## config.mk

```make
export PLATFORM = sky130hd
export DESIGN_NAME = serial_addsub
export DESIGN_NICKNAME = d
export VERILOG_FILES = /design/src/rtl/serial_addsub.sv
export SDC_FILE = /design/constraint.sdc
export NUM_CORES = 1
export LEC_CHECK = 0
export ABC_AREA = 1
export ABC_CLOCK_PERIOD_IN_PS = 1300
export CORE_ASPECT_RATIO = 1.5
export CORE_UTILIZATION = 47
export CTS_CLUSTER_DIAMETER = 30
export DETAILED_ROUTE_END_ITERATION = 7
export GPL_TIMING_DRIVEN = 0
export PLACE_DENSITY = 0.79
export SYNTH_ARGS = -nofsm -noshare
export SYNTH_HDL_FRONTEND = slang
export SYNTH_HIERARCHICAL = 1
export SYNTH_SLANG_ARGS = --single-unit
```

## constraint.sdc

```tcl
create_clock -name clk -period 1.3 [get_ports clk]
set_input_delay 0.13 -clock clk [delete_from_list [all_inputs] [get_ports clk]]
set_output_delay 0.13 -clock clk [all_outputs]
set_load 0.02 [all_outputs]
```

## src/rtl/serial_addsub.sv

```systemverilog
// Bit-serial WIDTH-bit add/subtract: one full-adder cell, LSB first, with a
// start/done handshake and carry-out / signed-overflow flags.

module serial_addsub_fa (
  input  logic x,
  input  logic y,
  input  logic ci,
  output logic s,
  output logic co
);
  assign s  = x ^ y ^ ci;
  assign co = (x & y) | (ci & (x ^ y));
endmodule

module serial_addsub #(
  parameter int WIDTH = 8,
  parameter int CW    = 4
) (
  input  logic             clk,
  input  logic             rst,
  input  logic             start,
  input  logic             op_sub,
  input  logic [WIDTH-1:0] a,
  input  logic [WIDTH-1:0] b,
  output logic             busy,
  output logic             done,
  output logic [WIDTH-1:0] result,
  output logic             c_out,
  output logic             ovf
);
  typedef enum logic [1:0] {IDLE, RUN, DONE} state_t;

  state_t state_q, state_d;

  logic [WIDTH-1:0] a_sh, b_sh, res_sh;
  logic [CW-1:0]    cnt;
  logic             carry, carry_msb_in;
  logic             fa_s, fa_co;
  logic             last_step;

  serial_addsub_fa u_fa (
    .x  (a_sh[0]),
    .y  (b_sh[0]),
    .ci (carry),
    .s  (fa_s),
    .co (fa_co)
  );

  assign last_step = (cnt == CW'(WIDTH-1));

  always_ff @(posedge clk or posedge rst) begin
    if (rst) state_q <= IDLE;
    else     state_q <= state_d;
  end

  always_comb begin
    state_d = state_q;
    case (state_q)
      IDLE:    if (start) state_d = RUN;
      RUN:     if (last_step) state_d = DONE;
      DONE:    state_d = IDLE;
      default: state_d = IDLE;
    endcase
  end

  always_comb begin
    busy = (state_q == RUN);
    done = (state_q == DONE);
  end

  // Subtract is a + ~b + 1: the +1 rides in on the initial carry.
  always_ff @(posedge clk or posedge rst) begin
    if (rst) begin
      a_sh         <= '0;
      b_sh         <= '0;
      res_sh       <= '0;
      cnt          <= '0;
      carry        <= 1'b0;
      carry_msb_in <= 1'b0;
      result       <= '0;
      c_out        <= 1'b0;
      ovf          <= 1'b0;
    end else if (state_q == IDLE && start) begin
      a_sh  <= a;
      b_sh  <= op_sub ? ~b : b;
      carry <= op_sub;
      cnt   <= '0;
    end else if (state_q == RUN) begin
      a_sh   <= {1'b0, a_sh[WIDTH-1:1]};
      b_sh   <= {1'b0, b_sh[WIDTH-1:1]};
      res_sh <= {fa_s, res_sh[WIDTH-1:1]};
      carry  <= fa_co;
      cnt    <= cnt + CW'(1);
      if (cnt == CW'(WIDTH-2)) carry_msb_in <= fa_co;
      // Final bit: publish the full result including this step's sum bit.
      if (last_step) begin
        result <= {fa_s, res_sh[WIDTH-1:1]};
        c_out  <= fa_co;
        ovf    <= carry_msb_in ^ fa_co;
      end
    end
  end
endmodule

```

# Word level (Yosys, flattened, before mapping)
# Cells that the tools add are included.
[word_totals]
reg_bits = 42
out_inout_bits = 12
word_cells = 44
inputBits = 20
[classes]
mux = 12
add_sub_neg = 1
reduce_logical = 7
eq_ne = 6
n_bitwise = 8
[op_table]
columns = ["operator", "count"]
rows = [
  ["8-bit two-way mux", 5],
  ["4-bit by 3-bit equality test with 1-bit output, second input constant", 2],
  ["4-bit two-way mux", 2],
  ["8-bit NOT", 1],
  ["3-bit AND reduction", 2],
  ["4-bit by 1-bit adder with 4-bit output, second input constant", 1],
  ["2-bit two-way mux", 2],
  ["2-bit case mux with 2 select lines", 1],
  ["2-bit AND reduction", 2],
  ["1-bit XOR", 3],
  ["1-bit AND", 2],
  ["2-bit by 1-bit equality test with 1-bit output, second input constant", 1],
  ["2-bit equality test, second input constant", 1],
  ["2-bit zero test", 1],
  ["1-bit two-way mux", 2],
  ["2-bit by 1-bit != test with 1-bit output, second input constant", 1],
  ["2-bit != test, second input constant", 1],
  ["2-bit nonzero test", 1],
  ["1-bit logical AND", 1],
  ["1-bit NOT", 1],
  ["1-bit OR", 1],
]

# Longest topological paths before layout
[logic_depth]
depth_word = 5
depth_mapped = 7

# By module
# Netlist, hierarchy kept.
[modules_own_cells]
columns = ["mod", "cells_each", "n_inst", "area_per_inst_um2", "seq_area_each_um2"]
rows = [
  ["serial_addsub", 242, 1, 1916.8, 1026.0],
  ["serial_addsub_fa", 1, 1, 20.0, 0.0],
]

# Least setup slack after synthesis
# No wires, ideal clock.
[synth_timing]
kind = "flip-flop to flip-flop"
from = "register b_sh[0]"
to = "register ovf"
stages_incl_launch_ff = 4
period_less_slack_ps = 1231
setup_ps = 122
path_slack_ps = 69
arrival_time_ps = 1109
cell_sequence = "dfrtp_1 -> fa_1 -> xnor2_1 -> o21ai_2"
[synth_between]
elab_chain_len = 4
word_cells_on_any_way = 5
[synth_rtl]
columns = ["item", "line", "rtl"]
rows = [
  ["from (decl)", "35", "logic [WIDTH-1:0] a_sh, b_sh, res_sh;"],
  ["from (signal assigned)", "85", "b_sh <= op_sub ? ~b : b;"],
  ["from (signal assigned)", "90", "b_sh <= {1'b0, b_sh[WIDTH-1:1]};"],
  ["1-bit XOR", "12", "assign co = (x & y) | (ci & (x ^ y));"],
  ["1-bit AND", "12", ""],
  ["1-bit OR (*)", "12", ""],
  ["net fa_co", "38", "logic fa_s, fa_co;"],
  ["1-bit XOR (*)", "99", "ovf <= carry_msb_in ^ fa_co;"],
  ["to (signal assigned)", "99", ""],
  ["to (decl)", "29", "output logic ovf"],
]
# Mark *: on every way through the listed nets, which the timed path passes. The rest lies on a longest branch.
# A chain may end at the register's enable or synchronous reset.

# Worst setup path in the final report
[layout_timing]
from = "register state_q[1]"
to = "output port busy"
[layout_between]
elab_chain_len = 1
[layout_rtl]
columns = ["item", "line", "rtl"]
rows = [
  ["from (decl)", "33", "state_t state_q, state_d;"],
  ["from (signal assigned)", "53", "else state_q <= state_d;"],
  ["2-bit by 1-bit equality test with 1-bit output", "67", "busy = (state_q == RUN);"],
  ["to (decl)", "25", "output logic busy,"],
]
# No other way between the ends.

==> flow_metrics.py <==
metrics = {
    "route": {
        "drt-total-wl_um": 3902,
        "drc": 0,
        "via_per_inst": 4.724,
        "firstDrtPassIters": 4,
        "ant_nets": 0,
        "num_vias": 1606,
        "drt_iter0_drc": 25,
        "wl_per_cell_um": 11.48,
    },
    "grt": {
        "grt_max_degree": 42,
        "grt_antenna_before_repair": 0,
        "grt_pass1_vias": 1499,
        "grt.total_usage_pct": 20.39,
        "grt_overflow": 0,
        "grt_pass1_wl_um": 6403,
    },
    "sta": {
        "setup-tns-final_ns": 0,
        "setup_violations": 0,
        "rsz0062_at_grt": "yes",
        "hold_ws_ns": 0.1747,
        "min_period_ns": 1.286,
        "fmax_mhz": 777.5,
        "slew_viol_final": 0,
        "hold_viol": 0,
        "min_period_over_period_pct": 98.94,
        "worst_pin_slew_ns": 0.8430,
        "skew_ns": 0.003052,
        "relSlewSlack_pct": 43.72,
    },
    "clock_network": {
        "htreeDepth": 2,
        "clock_latency_ns": 0.30,
        "clockBufferDepth": 2,
        "root_buffer": "clkbuf_8",
        "clkTransAtPathRegs_ns": 0.08,
        "cts_tree": "done",
        "numCtsBuffers": 5,
        "cts_sinks": 41,
        "hold_buffers": 0,
    },
    "yosys": {
        "yosys.area_share.simple_pct": 28.94,
        "synth_seq_area_share_pct": 52.97,
        "yosysTopAreaCellShare_pct": 52.97,
        "synthMuxAreaShare_pct": 0,
        "synth_edf_count": 0,
        "synth_compound_area_share_pct": 7.494,
        "synth.area.top_cells": "dfrtp_1 53%, nand2_1 24%, inv_1 4.3%, o21ai_2 3.6%, o21ai_0 3.4%",
        "synthFlopType": "dfrtp_1",
        "synth_seq_cells": 41,
        "yosysMostFrequentCell": "nand2_1",
        "synth_top_cell_by_area": "dfrtp_1",
        "syn_nets": 266,
        "netlist_top_cells_count": "123 x nand2_1, 41 x dfrtp_1, 22 x inv_1, 13 x o21ai_0, 9 x nand3_1",
        "syn_area_um2": 1937,
        "syn_inst": 243,
        "syn_avg_cell_area_um2": 7.971,
        "ys_warn_count": 6,
        "synthDistinctLibCells": 19,
        "synth_xor_area_share_pct": 0.9044,
        "synth_top_family_by_area": "simple AND/OR/NAND/NOR gates",
        "yosys.area_share.adder_pct": 2.326,
        "ys_async_sr_fraction_pct": 100.0,
    },
    "cells_and_area": {
        "antenna_cells": 0,
        "area_growth_pct": 33.91,
        "final_util_pct": 65.52,
        "fin_nets": 317,
        "drive_gt1_share_pct": 18.31,
        "final_area_um2": 2594,
        "fin_cells": 340,
    },
    "min_path": {
        "hold-path-endpoint": "carry",
        "hold_class": "input port to register",
        "whs_path_depth": 3,
        "hold_start": "op_sub",
    },
    "place": {
        "placed_cell_area_um2": 2293,
        "gp_routability_congestion": 0.7922,
        "port_buffers": 30,
        "dp_hpwl_um": 2527,
        "dp.cells": 318,
    },
    "die": {
        "dieWidth_um": 54.42,
        "design.core.area_um2": 3959,
        "initial_core_util_pct": 48.93,
        "die_area_um2": 4387,
        "rows": 28,
        "design.portCount": 32,
        "die_y_um": 80.62,
    },
    "critical_path": {
        "rrSetupSlack_ns": 0.04,
        "cp-end-kind": "primary output",
        "reg2reg_to": "result[0]",
        "cp.arrival_ns": 1.16,
        "crit_required_ns": 1.17,
        "start_kind": "register",
        "regToRegStartpoint": "cnt[0]",
        "path_max_fanout": 8,
        "path_class": "register to primary output",
        "reg2regPathDepth": 7,
    },
    "pwr": {
        "p_leak_uw": 0.001391,
        "power_density_nw_per_um2": 2186,
        "ir_drop_uv": 1491,
    },
    "outcome": {
        "status": "complete, no violations",
    },
    "flow_run": {
        "drv_cap": 0,
    },
}
## per-layer routing
metal | part of all wire (%) | GRT usage [%] | wire length [um] | vias to the layer above
met5 | 0 | 0 | 0 | -
met4 | 1.2 | 10.26 | 45 | 0
met3 | 3.0 | 6.629 | 117 | 6
met2 | 54 | 33.29 | 2102 | 37
met1 | 42 | 22.79 | 1637 | 718
li1 | - | - | - | 845
## repair_timing
item | 4_1_cts | 5_1_grt
cloned | 1 | 2
setup endpoints to repair | 22 | 27
gates resized for setup | 27 | 24
pin swaps | 2 | 7
setup buffers | 3 | 8
## cell usage in the layout (no fill, tap or decap), drive strengths merged, types with 2 or more instances in the layout
master,count
clkdlybuf4s50,18
dfrtp,41
ha,2
clkbuf,9
a21oi,2
buf,22
nand2,126
dlygate4sd2,10
o21ai,21
inv,23
xnor2,2
nor2,7
nand3,9
## metrics by stage
step | setup slack (ns) | power (uW)
after floorplan | 0.06950 | 3551
after detailed placement | -0.2915 | 4277
after global placement | -0.6057 | 4181
final | 0.01376 | 5671
after global routing | -0.03924 | 6118
after CTS | -0.03659 | 5388
## worst max-delay path, cell delays in order, from the launching register on
cell and delay, ns:
dfrtp_2 0.45, nor2_4 0.14, buf_6 0.15, buf_6 0.12
## cell type report
class                   count  area (um2)
flip-flops and latches     41        1027
plain buffers               9       75.07
fillers                   328        1365
repair buffers             43       407.9
inverters                  23       88.84
clock inverters             1       30.03
multi-input cells         171       822.0
well taps                  45       56.30
clock buffers               7       86.33
## report_power, final
| group | switching (uW) | internal, uW |
|---|---|---|
| Clock | 441 | 626 |
| Combinational | 1370 | 1080 |
| Sequential | 342 | 1820 |
## logic make-up after synthesis
group	count (synthesis)
adder cells (fa/ha/maj)	3
flip-flops	41
XOR/XNOR	2
buffers and inverters	32
AND/OR/NAND/NOR	142
AO/OA/AOI/OAI	23
## how the worst max path moves through the flow
stage | end | slack (ns) | startpoint | depth (start not counted)
after global placement | b_sh[4] | -0.61 | rst | 2
after detailed placement | busy | -0.29 | state_q[0] | 4
after global routing | busy | -0.04 | state_q[1] | 3
final | busy | 0.01 | state_q[1] | 3
after floorplan | ovf | 0.07 | b_sh[0] | 3
after CTS | result[0] | -0.04 | cnt[0] | 7
## state kept, by name, summed over array words and instances (netlist names)
name and flops:
a_sh 8, cnt 4, b_sh 8, carry_msb_in 1, state_q 2, carry 1
c_out 1, result 8, ovf 1, res_sh 7
No activity file was read; power rests on OpenSTA's default activity.
